[src/rtl/ltc2601_x4_spi_pkg.sv]
// Shared types and constants for the four-channel LTC2601 daisy-chain SPI driver.
// Holds the FSM state encoding, the frame geometry and the DAC command word layout.
package ltc2601_x4_spi_pkg;

  typedef enum logic [1:0] {
    ST_IDLE   = 2'd0,
    ST_LOAD   = 2'd1,
    ST_SHIFT  = 2'd2,
    ST_CSHIGH = 2'd3
  } state_e;

  localparam int WORD_W = 32;
  localparam int NUM_CH = 4;

  localparam logic [3:0]  CMD_WRU   = 4'h3;
  localparam logic [3:0]  CMD_NOP   = 4'hF;
  localparam logic [15:0] INIT_CODE = 16'h8000;

  // Command word layout: {8'h00, cmd[3:0], 4'h0, data[15:0]}
  function automatic logic [WORD_W-1:0] make_word(input logic [3:0] cmd, input logic [15:0] data);
    return {8'h00, cmd, 4'h0, data};
  endfunction

endpackage

[src/rtl/ltc2601_x4_spi_if.sv]
// Host-side word fetch interface of the LTC2601 chain driver.
// trig is a level request sampled only while idle; word must reflect channel addr until the
// driver pulses flush for one cycle, which marks that word as consumed; busy spans the frame.
interface ltc2601_x4_spi_if;
  import ltc2601_x4_spi_pkg::*;

  logic              trig;
  logic [WORD_W-1:0] word;
  logic [3:0]        addr;
  logic              busy;
  logic              flush;

  modport master (output trig, word, input addr, busy, flush);
  modport slave  (input trig, word, output addr, busy, flush);

endinterface

[src/rtl/ltc2601_x4_spi.sv]
// Serialises four 32-bit command words (channel 3 first) to a chain of LTC2601 DACs.
// Each word is fetched just in time, shifted MSB first, and the frame ends with a CS/LD high gap.
module ltc2601_x4_spi
  import ltc2601_x4_spi_pkg::*;
#(
  parameter int CLK_DIV        = 4,
  parameter int CS_HIGH_CYCLES = 4
) (
  input  logic            clkin,
  input  logic            reset,
  ltc2601_x4_spi_if.slave bus,
  output logic            sclk,
  output logic            csel,
  output logic            mosi,
  output state_e          dbg_state_o
);

  localparam int DIV_W = $clog2(CLK_DIV);
  localparam int BIT_W = $clog2(WORD_W);
  localparam int CS_W  = $clog2(CS_HIGH_CYCLES + 1);

  localparam logic [DIV_W-1:0] DIV_LAST = DIV_W'(CLK_DIV - 1);
  localparam logic [DIV_W-1:0] DIV_HALF = DIV_W'(CLK_DIV / 2);
  localparam logic [BIT_W-1:0] BIT_MSB  = BIT_W'(WORD_W - 1);
  localparam logic [CS_W-1:0]  CS_LAST  = CS_W'(CS_HIGH_CYCLES - 1);
  localparam logic [3:0]       CH_LAST  = 4'(NUM_CH - 1);

  state_e            state_q, state_d;
  logic [3:0]        addr_q, addr_d;
  logic [WORD_W-1:0] shreg_q, shreg_d;
  logic [DIV_W-1:0]  div_q, div_d;
  logic [DIV_W-1:0]  div_nxt;
  logic [BIT_W-1:0]  bit_q, bit_d;
  logic [CS_W-1:0]   cs_cnt_q, cs_cnt_d;
  logic              sclk_q, sclk_d;
  logic              csel_q, csel_d;
  logic              busy_q, busy_d;
  logic              flush_q, flush_d;

  assign div_nxt = div_q + 1'b1;

  always_ff @(posedge clkin) begin
    if (reset) begin
      state_q  <= ST_IDLE;
      addr_q   <= '0;
      shreg_q  <= '0;
      div_q    <= '0;
      bit_q    <= '0;
      cs_cnt_q <= '0;
      sclk_q   <= 1'b0;
      csel_q   <= 1'b1;
      busy_q   <= 1'b0;
      flush_q  <= 1'b0;
    end else begin
      state_q  <= state_d;
      addr_q   <= addr_d;
      shreg_q  <= shreg_d;
      div_q    <= div_d;
      bit_q    <= bit_d;
      cs_cnt_q <= cs_cnt_d;
      sclk_q   <= sclk_d;
      csel_q   <= csel_d;
      busy_q   <= busy_d;
      flush_q  <= flush_d;
    end
  end

  always_comb begin
    state_d  = state_q;
    addr_d   = addr_q;
    shreg_d  = shreg_q;
    div_d    = div_q;
    bit_d    = bit_q;
    cs_cnt_d = cs_cnt_q;
    sclk_d   = 1'b0;
    csel_d   = csel_q;
    busy_d   = busy_q;
    flush_d  = 1'b0;

    unique case (state_q)
      ST_IDLE: begin
        if (bus.trig) begin
          state_d = ST_LOAD;
          busy_d  = 1'b1;
          csel_d  = 1'b0;
          addr_d  = CH_LAST;
        end
      end
      ST_LOAD: begin
        // The capture edge also opens the first bit period, so mosi shows the MSB immediately.
        shreg_d = bus.word;
        state_d = ST_SHIFT;
        div_d   = '0;
        bit_d   = BIT_MSB;
        flush_d = 1'b1;
      end
      ST_SHIFT: begin
        if (div_q == DIV_LAST) begin
          div_d   = '0;
          shreg_d = shreg_q << 1;
          if (bit_q == '0) begin
            if (addr_q == '0) begin
              state_d  = ST_CSHIGH;
              csel_d   = 1'b1;
              cs_cnt_d = '0;
            end else begin
              addr_d  = addr_q - 4'd1;
              state_d = ST_LOAD;
            end
          end else begin
            bit_d = bit_q - 1'b1;
          end
        end else begin
          div_d  = div_nxt;
          sclk_d = (div_nxt >= DIV_HALF);
        end
      end
      ST_CSHIGH: begin
        if (cs_cnt_q == CS_LAST) begin
          state_d = ST_IDLE;
          busy_d  = 1'b0;
        end else begin
          cs_cnt_d = cs_cnt_q + 1'b1;
        end
      end
      default: state_d = ST_IDLE;
    endcase
  end

  assign bus.addr    = addr_q;
  assign bus.busy    = busy_q;
  assign bus.flush   = flush_q;
  assign sclk        = sclk_q;
  assign csel        = csel_q;
  assign mosi        = shreg_q[WORD_W-1];
  assign dbg_state_o = state_q;

endmodule

[src/flat_wrapper.sv]
// flat-port wrapper written by rule: the top's interface ports become plain ports
module ltc2601_x4_spi_flat import ltc2601_x4_spi_pkg::*;
#(
  parameter int CLK_DIV        = 4,
  parameter int CS_HIGH_CYCLES = 4
)
  (clkin, reset, sclk, csel, mosi, dbg_state_o, bus_trig, bus_word, bus_addr, bus_busy, bus_flush);
  ltc2601_x4_spi_if bus_i ();
  input  logic clkin;
  input  logic reset;
  output logic sclk;
  output logic csel;
  output logic mosi;
  output state_e dbg_state_o;
  input wire logic [$bits(bus_i.trig)-1:0] bus_trig;
  input wire logic [$bits(bus_i.word)-1:0] bus_word;
  output wire logic [$bits(bus_i.addr)-1:0] bus_addr;
  output wire logic [$bits(bus_i.busy)-1:0] bus_busy;
  output wire logic [$bits(bus_i.flush)-1:0] bus_flush;
  assign bus_i.trig = bus_trig;
  assign bus_i.word = bus_word;
  assign bus_addr = bus_i.addr;
  assign bus_busy = bus_i.busy;
  assign bus_flush = bus_i.flush;
  ltc2601_x4_spi #(.CLK_DIV(CLK_DIV), .CS_HIGH_CYCLES(CS_HIGH_CYCLES)) u_core (.clkin(clkin), .reset(reset), .bus(bus_i), .sclk(sclk), .csel(csel), .mosi(mosi), .dbg_state_o(dbg_state_o));
endmodule
[config.mk]
export PLATFORM = sky130hd
export DESIGN_NAME = ltc2601_x4_spi_flat
export DESIGN_NICKNAME = d
export VERILOG_FILES = /design/src/rtl/ltc2601_x4_spi_pkg.sv /design/src/rtl/ltc2601_x4_spi_if.sv /design/src/rtl/ltc2601_x4_spi.sv /design/src/flat_wrapper.sv
export SDC_FILE = /design/constraint.sdc
export NUM_CORES = 1
export LEC_CHECK = 0
export ABC_AREA = 1
export CAP_MARGIN = 20
export CORE_AREA = 2 2 95 97
export CTS_CLUSTER_DIAMETER = 100
export DETAILED_ROUTE_END_ITERATION = 8
export DIE_AREA = 0 0 97 99
export SLEW_MARGIN = 20
export SYNTH_ARGS = -nofsm -noshare
export SYNTH_HDL_FRONTEND = slang
export SYNTH_SLANG_ARGS = --single-unit
[constraint.sdc]
create_clock -name clkin -period 3.9 [get_ports clkin]
set_clock_uncertainty 0.1 [all_clocks]
set_input_delay 0.39 -clock clkin [delete_from_list [all_inputs] [get_ports clkin]]
set_output_delay 0.39 -clock clkin [all_outputs]
set_load 0.05 [all_outputs]
### Word level (Yosys, flattened, before mapping)

Cells that the tools add are included.

* bits in registers: 52
* bits of input ports: 35
* logic and storage cells: 76

* add/sub/neg operators: 4
* $lt $le $gt $ge: 1
* eq/ne operators: 13
* multiplexer cells: 32
* bitwise logic cells: 1
* reductions and logical operators: 15

Operators by type and width (number)
* $pmux W32 S2: 1
* $mux W32: 1
* $mux W4: 4
* $reduce_and A5 Y1: 3
* $mux W2: 6
* $mux W3: 4
* $mux W5: 2
* $pmux W5 S2: 1
* $ne A2 B1 Y1 const B: 4
* $ne A2 B2 Y1 const B: 4
* $pmux W2 S4: 1
* $pmux W4 S2: 1
* $reduce_bool A2 Y1: 4
* $mux W1: 7
* $eq A2 B2 Y1 const B: 3
* $pmux W3 S2: 1
* $reduce_and A3 Y1: 2
* $logic_not A5 Y1: 1
* $sub A5 B1 Y5 const B: 1
* $logic_not A4 Y1: 1
* $pmux W1 S2: 2
* $pmux W2 S2: 1
* $reduce_and A4 Y1: 1
* $sub A4 B1 Y4 const B: 1
* other kinds (9): 9

### Logic depth before layout (Yosys ltp)

Gate-level depths: netlist of run 1.

* depth in word-level cells: 5
* depth in mapped cells: 11
* depth with buffers taken out: 10

### Least setup slack after synthesis of run 1

Ideal clock, no wire load.

* kind: register -> register
* start point: register u_core.state_q[0] (netlist: u_core.dbg_state_o[0])
* end point: register u_core.shreg_q[11]
* library setup time: 0.137 ns
* data arrival time: 1.808 ns
* required time: 3.663 ns
* setup slack: 1.856 ns
* cell stages (with the launch flop): 9
* cell sequence: dfxtp_1 inv_1 ha_1 buf_4 inv_2 nand2_1 nand2_2 clkbuf_1 a31oi_1

* word-level cells in the longest chain between the ends: 3
* elaborated cells between the ends (all ways): 6
* classes of those cells: eq/ne: 3; mux: 1; reduce/logical: 2

RTL lines
* start, declared: line ltc2601_x4_spi.sv:28 `state_e state_q, state_d;`
* start signal, assigned: line ltc2601_x4_spi.sv:55 `state_q <= state_d;`
* $eq A2 B2 Y1 / $eq A2 B1 Y1 (equally long branches): line ltc2601_x4_spi.sv:80 `unique case (state_q)`
* $ne A2 B1 Y1 (no line) / $reduce_bool A2 Y1 (equally long branches)
* $reduce_and A2 Y1 (no line)
* end signal, assigned: line ltc2601_x4_spi.sv:57 `shreg_q <= shreg_d;`
* end, declared: line ltc2601_x4_spi.sv:30 `logic [WORD_W-1:0] shreg_q, shreg_d;`

Parallel ways exist; a longest one is shown, timed or not.
A chain may end at the register's enable or synchronous reset.

### Final worst setup path of run 1

* start point: register u_core.state_q[0] (netlist: u_core.dbg_state_o[0])
* end point: register u_core.shreg_q[24]

Same word-level chain as after synthesis.

==> results of run 1 <==
through the flow:
step | instances | total power (uW) | utilization, % | area, um^2 | setup slack (ns)
floorplan | 350 | 1780 | - | 2490 | 1.86
global placement | 485 | 2020 | 35.1 | 3000 | 1.61
detailed placement | 485 | 2060 | 35.1 | 3000 | 1.51
CTS | 493 | 2400 | 36.2 | 3100 | 1.48
global route | 493 | 2600 | 36.2 | 3100 | 1.20
finish | 493 | 2380 | 36.2 | 3100 | 1.49
Yosys cell counts (all sizes together):
library cell | count | area (um^2)
nand2 | 109 | 412
dfxtp | 52 | 1040
o21ai | 38 | 194
a31oi | 31 | 194
inv | 27 | 101
nand3 | 17 | 85.1
nor2 | 17 | 76.3
a21oi | 14 | 73.8
clkbuf | 12 | 46.3
ha | 11 | 138
buf | 9 | 53.8
nor3 | 5 | 25.0
nand4 | 4 | 25.0
a21o | 1 | 7.51
o21bai | 1 | 7.51
or2 | 1 | 6.26
xnor2 | 1 | 8.76
area by class of cell:
type / instances / area (um^2) / share of cell area, %
tap: 108 / 135 / 4.36
sequential: 52 / 1040 / 33.6
inverter: 27 / 101 / 3.27
clock inverter: 3 / 27.5 / 0.888
timing repair buffer: 48 / 473 / 15.3
multi-input combinational: 250 / 1250 / 40.4
clock buffer: 5 / 68.8 / 2.22
power groups by stage:
stage	Combinational (uW)	Sequential, uW	Clock, uW
5_1_grt	1320	907	367
6_report	1160	879	339
2_1_floorplan	772	1010	0
3_3_place_gp	1140	885	0
4_1_cts	1170	880	348
3_5_place_dp	1170	889	0
registers in the layout, summed over array words and instances (netlist names):
register            count
u_core.bit_q            5
u_core.bus.addr         4
u_core.bus.busy         1
u_core.bus.flush        1
u_core.cs_cnt_q         3
u_core.csel             1
u_core.dbg_state_o      2
u_core.div_q            2
u_core.sclk             1
u_core.shreg_q         32
kinds of logic (layout without fill, tap and decap cells):
group / Yosys count / count (layout)
and+or+nand+nor: 153 / 153
AOI/OAI and AO/OA: 85 / 85
adders and majority gates: 11 / 11
DFF: 52 / 52
buffers and inverters: 48 / 83
xor gates and xnor gates: 1 / 1
worst max path at each step:
stage | from | endpoint | slack (ns) | cells past startpoint
final | u_core.dbg_state_o[0]$_SDFFE_PP0P_ | u_core.shreg_q[24]$_SDFFE_PP0P_ | 1.49 | 6
after global routing | u_core.dbg_state_o[0]$_SDFFE_PP0P_ | u_core.shreg_q[23]$_SDFFE_PP0P_ | 1.20 | 7
after CTS | u_core.dbg_state_o[0]$_SDFFE_PP0P_ | u_core.shreg_q[12]$_SDFFE_PP0P_ | 1.48 | 6
after detailed placement | u_core.dbg_state_o[0]$_SDFFE_PP0P_ | u_core.shreg_q[12]$_SDFFE_PP0P_ | 1.51 | 7
after global placement | u_core.dbg_state_o[0]$_SDFFE_PP0P_ | u_core.shreg_q[26]$_SDFFE_PP0P_ | 1.61 | 6
after floorplan | u_core.dbg_state_o[0]$_SDFFE_PP0P_ | u_core.shreg_q[11]$_SDFFE_PP0P_ | 1.86 | 8
routing by layer:
metal / vias up / part of all wire (%)
li1: 1231 / -
met1: 1060 / 47
met4: 0 / 0.92
met5: - / 0
met3: 7 / 5.2
met2: 45 / 47
critical path, cell delays in order (launching register included):
cell and delay (ns):
dfxtp_1 0.37, inv_1 0.14, ha_1 0.53, nand2_1 0.16
nand2_2 0.68, o21ai_0 0.17, a31oi_1 0.18
==> impl_metrics.toml, run 1 <==
[clock_tree]
cts_max_level = 2
insertion_delay_ns = 0.31
cts_hold_buf = 0
clock-root-buffer = "clkbuf_8"
tritoncts = "done"
clk_pin_slew_ns = 0.11
post_cts_buffers = 0
cts_resized = 0
numClockSinks = 52
cts_inserted_buffers = 5
cts_max_path_buffers = 2

[timing]
period_needed_ns = 2.41
hold_slack_ns = 0.377
fmax_mhz = 415
final.setup.tns_ns = 0
setup-violations-final = 0
hold_viol = 0
rsz0062_at_grt = "false"
relSlewSlack_pct = 41.8
slew_violations = 0
layout_worst_path_cycle_share_pct = 61.8
worst-slew-pin-transition_ns = 0.870

[run]
max_cap_viol_count = 0

[pwr]
internal-power_uw = 1290
swShare_pct = 45.7
p_switching_uw = 1090
p_seq_share_pct = 36.9
comb_power_share_pct = 48.8
p_leak_uw = 0.00127
power.clock.fraction_pct = 14.2
peakVddDrop_mv = 0.279
powerDensity_mw_per_mm2 = 768

[worst_setup_path]
worstPathRequired_ns = 4.04
path_class = "register to register"
reg2reg_to = "u_core.shreg_q[24]$_SDFFE_PP0P_"
r2r_cells = 6
cp-start-kind = "register"
rrSetupSlack_ns = 1.49
path_max_fanout = 62
cp.arrival_ns = 2.55
critPathCaptureType = "register"
r2r_start = "u_core.dbg_state_o[0]$_SDFFE_PP0P_"

[die]
rows = 34
core_mm2 = 0.00855
die_x_um = 97
start_util_pct = 29.2
dieArea_mm2 = 0.00960
die_y_um = 99
boundaryPins = 46

[global_route]
grt_pass1_vias = 2196
track_usage_pct = 12.1
grt_busiest_layer = "met2"
grt-ovfl-total = 0
grt_pass1_wl_mm = 9.80
grt_use_met2_pct = 19.4
grt_max_degree = 63
antenna_found_initial = 0
grt_use_met1_pct = 15.9
met3_usage_pct = 3.69

[final_layout]
nets = 430
mostFrequentLayoutCell = "nand2_1"
drive_gt1_share_pct = 4.94
n_fill_cell = 905
n_antenna_cell = 0
layout_common_cells = "108 x nand2_1, 52 x dfxtp_1, 45 x clkdlybuf4s50_1, 37 x o21ai_0, 31 x a31oi_1"
area_growth_pct = 24.2

[routing]
vias = 2343
drt_iter0_markers = 166
drc_errors = 0
drt_pass1_iterations = 4
ant_nets = 0
drt_wl_total_mm = 5.96
via_per_inst = 4.75
wl_per_cell_um = 12.1

[yosys]
yosys_warnings = 0
synth.avg_cell_area_um2 = 7.13
synth_mux_area_share_pct = 0
synth_xor_area_share_pct = 0.351
ys_seq_elements = 52
synth.net_count = 396
synth.cell_area_mm2 = 0.00249
synth-adder-area-share_pct = 5.52
syn_inst = 350
yosys.area_share.simple_pct = 25.2
synth_compound_area_share_pct = 19.1
synth_top_family_by_area = "simple AND/OR/NAND/NOR gates"
synth_cell_types = 26
ys_seq_area_share_pct = 41.7

[place]
gp_congestion = 0.771
dp_hpwl_mm = 4.02
port_buffers = 45

[min_path]
worstHoldStart = "u_core.csel$_SDFFE_PP1P_"
hold_path_end = "u_core.csel$_SDFFE_PP1P_"
min_path_type = "register to register"
whs_path_depth = 2

[status]
status = "complete, no violations"
No activity file was read; power rests on OpenSTA's default activity.
==> run 2, diff against run 1 <==
clock period = 2.4 ns   (was 3.9 ns; I/O delays follow)
==> run 2 against run 1 <==
Net effect:
- wire length fell by 3.2%
- worst setup slack got worse by 1.1 ns
- die area did not move
- power rose by 63%
- via count rose by 0.47%
- non-clock buffer count rose by 4
- maximum frequency rose by 19%
- clock power rose by 51%
- global-route usage rose by 0.27 points
- critical endpoint is now u_core.shreg_q[5]$_SDFFE_PP0P_
- largest cell class unchanged
==> impl_metrics.toml, run 2 (synthesized netlist as in run 1, its figures left out) <==
[status]
status = "complete, no violations"

[timing]
worst-slew-pin-transition_ns = 0.507
slew_violations = 0
fmax_mhz = 496
layout_worst_path_cycle_share_pct = 84.1
hold_viol = 0
rsz0062_at_grt = "false"
final.setup.tns_ns = 0
setup-violations-final = 0
relSlewSlack_pct = 66.1
period_needed_ns = 2.02

[clock_tree]
clk_pin_slew_ns = 0.10
cts_max_path_buffers = 2
clock-root-buffer = "clkbuf_8"
numClockSinks = 52
cts_max_level = 2
cts_hold_buf = 0
insertion_delay_ns = 0.31
cts_resized = 0
tritoncts = "done"
post_cts_buffers = 0
cts_inserted_buffers = 5

[global_route]
grt_pass1_wl_mm = 10.0
track_usage_pct = 12.4
grt_max_degree = 63
antenna_found_initial = 0
grt_pass1_vias = 2189
grt-ovfl-total = 0

[die]
start_util_pct = 29.2
die_y_um = 99
die_x_um = 97
boundaryPins = 46
dieArea_mm2 = 0.00960
core_mm2 = 0.00855
rows = 34

[worst_setup_path]
slowest_delay_ns = 0.42
path_max_fanout = 62
slowest_stage = "dfxtp_1"
cp.arrival_ns = 2.15
cp-start-kind = "register"
critPathCaptureType = "register"
r2r_cells = 8
crit_chain = "inv_1 -> ha_1 -> inv_2 -> nand2_1 -> nand2_2 -> buf_12 -> o21ai_0 -> a31oi_1"
cp.buffers_inverters = 3
worstPathRequired_ns = 2.53
cp_top_family = "buffers and inverters"
cp.depth = 8
path_class = "register to register"

[routing]
drc_errors = 0
via_per_inst = 4.74
drt_pass1_iterations = 4
drt_wl_total_mm = 5.77
vias = 2354
wl_per_cell_um = 11.6
drt_iter0_markers = 117
ant_nets = 0

[pwr]
p_switching_uw = 1740
p_seq_share_pct = 36.9
power.clock.fraction_pct = 13.2
p_leak_uw = 0.00129
peakVddDrop_mv = 0.454
internal-power_uw = 2140
comb_power_share_pct = 49.9
powerDensity_mw_per_mm2 = 1240
swShare_pct = 44.8

[final_layout]
sequential_cell_area_mm2 = 0.00104
layout_common_cells = "108 x nand2_1, 52 x dfxtp_1, 45 x clkdlybuf4s50_1, 37 x o21ai_0, 31 x a31oi_1"
nets = 434
mostFrequentLayoutCell = "nand2_1"
top_register = "u_core.shreg_q"
n_fill_cell = 903
finish.utilization_pct = 36.7
n_antenna_cell = 0
area_growth_pct = 25.7
multi_input_comb_area_mm2 = 0.00125
largest_reg_flops = 32
drive_gt1_share_pct = 5.91

[place]
port_buffers = 45
gp_congestion = 0.817
dp_hpwl_mm = 3.99

[run]
max_cap_viol_count = 0

[min_path]
whs_path_depth = 2
min_path_type = "register to register"
-- run 2: changes by cell type in the layout (fill, tap and decap cells not counted), sizes merged --
| cell | change |
|---|---|
| buf | +4 |
-- run 2: final cells by class --
class | instances | area share [%]
clock buffer | 5 | 2.19
multi-input combinational | 250 | 39.9
timing repair buffer | 52 | 16.4
sequential | 52 | 33.2
clock inverter | 3 | 0.678
inverter | 27 | 3.23
tap | 108 | 4.31
-- run 2: final timing paths --
kind / startpoint / end / slack (ns)
worst min-delay path: u_core.shreg_q[1]$_SDFFE_PP0P_ / u_core.shreg_q[2]$_SDFFE_PP0P_ / 0.38
worst min register to register: u_core.shreg_q[1]$_SDFFE_PP0P_ / u_core.shreg_q[2]$_SDFFE_PP0P_ / 0.38
worst max register to register: u_core.dbg_state_o[0]$_SDFFE_PP0P_ / u_core.shreg_q[5]$_SDFFE_PP0P_ / 0.38
worst max-delay path: u_core.dbg_state_o[0]$_SDFFE_PP0P_ / u_core.shreg_q[5]$_SDFFE_PP0P_ / 0.38
-- run 2: tightest hold or removal path, cell delays in order, from the launching register on --
cell	delay, ns
dfxtp_1	0.32
nand2_1	0.05
a31oi_1	0.07
-- run 2: per-stage QoR --
stage / cells / cell area (um^2) / hold slack, ns / total power, uW / setup WS [ns]
floorplan: 350 / 2490 / 0.299 / 2890 / 0.356
global placement: 489 / 3050 / 0.357 / 3340 / 0.522
detailed placement: 489 / 3050 / 0.362 / 3390 / 0.412
CTS: 497 / 3140 / 0.383 / 3920 / 0.386
global route: 497 / 3140 / 0.394 / 4260 / 0.132
finish: 497 / 3140 / 0.378 / 3880 / 0.382
-- run 2: metal layers --
layer / wire length (um) / vias to the layer above / share of wire [%] / global-route usage [%]
li1: - / 1241 / - / -
met1: 2800 / 1064 / 49 / 15.8
met2: 2650 / 43 / 46 / 20.7
met3: 280 / 6 / 4.9 / 3.48
met4: 36 / 0 / 0.62 / 2.93
met5: 0 / - / 0 / 0
-- run 2: power by group through the flow --
stage / clock (uW) / sequential [uW] / combinational (uW)
global placement: 0 / 1440 / 1900
CTS: 538 / 1430 / 1950
detailed placement: 0 / 1440 / 1950
global route: 573 / 1480 / 2200
floorplan: 0 / 1640 / 1260
finish: 512 / 1430 / 1930
==> run 3, diff against run 2 <==
clock period = 1.6 ns   (was 2.4 ns; I/O delays follow)
==> run 3 against run 2 <==
Net effect:
- first-iteration DRC count shrank 9.4%
- worst setup slack lost 0.34 ns
- clock power rose by 51%
- largest cell class unchanged
- critical path type unchanged
- final cell count is 5.2% higher
- sequential power up 50%
- combinational power rose by 100%
- global-route usage increased by 0.67 points
- highest routed layer unchanged
- wire length increased by 6.9%
==> impl_metrics.toml, run 3 (synthesized netlist as in run 1, its figures left out) <==
[worst_setup_path]
cp_top_family = "buffers and inverters"
cp.buffers_inverters = 2
reg2reg_to = "u_core.shreg_q[26]$_SDFFE_PP0P_"
cp-start-kind = "register"
crit_chain = "buf_4 -> ha_1 -> nand2_2 -> nand2_4 -> bufbuf_16 -> a31oi_1"
critPathCaptureType = "register"
r2r_cells = 6
slowest_delay_ns = 0.36
worstPathRequired_ns = 1.73
slowest_stage = "dfxtp_4"
path_class = "register to register"
cp.arrival_ns = 1.69
r2r_start = "u_core.dbg_state_o[0]$_SDFFE_PP0P_"
rrSetupSlack_ns = 0.04
path_max_fanout = 21

[place]
gp_congestion = 0.827
port_buffers = 45
dpl_cell_area_mm2 = 0.00325
dp_hpwl_mm = 4.12

[global_route]
track_usage_pct = 13.0
grt_max_degree = 39
antenna_found_initial = 0
grt_pass1_vias = 2428
grt_pass1_wl_mm = 10.5
grt-ovfl-total = 0

[final_layout]
n_fill_cell = 860
mostFrequentLayoutCell = "nand2_1"
sequential_cell_area_mm2 = 0.00105
fin_area_mm2 = 0.00358
multi_input_comb_area_mm2 = 0.00142
n_antenna_cell = 0
drive_gt1_share_pct = 23.6
largest_reg_flops = 32
nets = 460
top_register = "u_core.shreg_q"
area_growth_pct = 43.5
layout_common_cells = "97 x nand2_1, 46 x dfxtp_1, 36 x buf_4, 34 x clkdlybuf4s50_1, 24 x a31oi_1"

[min_path]
whs_path_depth = 3
hold_path_end = "u_core.shreg_q[22]$_SDFFE_PP0P_"
worstHoldStart = "bus_word[22]"
min_path_type = "input port to register"

[timing]
setup-violations-final = 0
relSlewSlack_pct = 79.5
fmax_mhz = 642
hold_viol = 0
hold_slack_ns = 0.312
layout_worst_path_cycle_share_pct = 97.4
period_needed_ns = 1.56
rsz0062_at_grt = "true"
slew_violations = 0
worst-slew-pin-transition_ns = 0.308
final.setup.tns_ns = 0

[pwr]
p_switching_uw = 2980
p_seq_share_pct = 31.3
powerDensity_mw_per_mm2 = 1920
peakVddDrop_mv = 1.02
p_leak_uw = 0.00147
comb_power_share_pct = 57.4
internal-power_uw = 3890
power.clock.fraction_pct = 11.2
swShare_pct = 43.4

[clock_tree]
cts_inserted_buffers = 5
clock-root-buffer = "clkbuf_8"
cts_max_path_buffers = 2
numClockSinks = 52
tritoncts = "done"
clk_pin_slew_ns = 0.10
cts_max_level = 2
cts_hold_buf = 0
insertion_delay_ns = 0.30

[die]
start_util_pct = 29.2
die_y_um = 99
dieArea_mm2 = 0.00960
core_mm2 = 0.00855
boundaryPins = 46
rows = 34
die_x_um = 97

[run]
max_cap_viol_count = 0

[status]
status = "complete, no violations"

[routing]
drt_iter0_markers = 106
drt_pass1_iterations = 4
via_per_inst = 4.71
drt_wl_total_mm = 6.16
wl_per_cell_um = 11.8
drc_errors = 0
ant_nets = 0
vias = 2465
run 3: final cells by class:
class	count	share of cell area (%)
well taps	108	3.77
inverters	27	2.97
flip-flops and latches	52	29.4
clock buffers	5	1.92
repair buffers	78	21.5
clock inverters	3	0.699
multi-input cells	250	39.7
run 3: through the flow:
stage               setup WS, ns  utilization (%)  total power, uW  std cells
finish                    0.0416             41.9             6870        523
global route             -0.0224             41.9             7460        523
CTS                       0.0142             39.9             6560        523
detailed placement       -0.0216             38.0             5530        512
global placement          0.0226             38.0             5470        512
floorplan              -0.000311                -             4450        350
run 3: power by group through the flow:
stage	clock, uW	sequential, uW	combinational (uW)
3_5_place_dp	0	2160	3370
2_1_floorplan	0	2480	1970
4_1_cts	814	2130	3610
6_report	772	2150	3940
3_3_place_gp	0	2160	3310
5_1_grt	858	2230	4370
run 3: what timing repair did:
item                                    4_1_cts  5_1_grt
pin swaps                                     1        6
buffers inserted                              2        0
endpoints found under the setup margin       33       45
resized for setup                             3       53
gates cloned                                  1        0
run 3: worst max-delay path by stage:
stage / from / to / slack, ns / cells after the start
floorplan: u_core.dbg_state_o[0]$_SDFFE_PP0P_ / u_core.bus.addr[1]$_SDFFE_PP0P_ / -0.0003 / 11
global placement: u_core.dbg_state_o[0]$_SDFFE_PP0P_ / u_core.bus.addr[2]$_SDFFE_PP0P_ / 0.02 / 8
detailed placement: u_core.dbg_state_o[0]$_SDFFE_PP0P_ / u_core.shreg_q[4]$_SDFFE_PP0P_ / -0.02 / 8
CTS: u_core.dbg_state_o[0]$_SDFFE_PP0P_ / u_core.bus.addr[3]$_SDFFE_PP0P_ / 0.01 / 11
global route: u_core.cs_cnt_q[0]$_SDFFE_PP0P_ / u_core.cs_cnt_q[0]$_SDFFE_PP0P_ / -0.02 / 10
finish: u_core.dbg_state_o[0]$_SDFFE_PP0P_ / u_core.shreg_q[26]$_SDFFE_PP0P_ / 0.04 / 6
run 3: per-layer routing:
layer,vias up,track usage [%],wire (um),share of wire [%]
met3,6,3.12,284,4.6
met5,-,0,0,0
met1,1112,15.7,2990,48
li1,1293,-,-,-
met2,54,22.9,2820,46
met4,0,4.33,75,1.2
run 3: tightest hold or removal path, stage by stage:
cell and delay (ns):
clkdlybuf4s50_1 0.39, nand2_1 0.06, a31oi_1 0.07
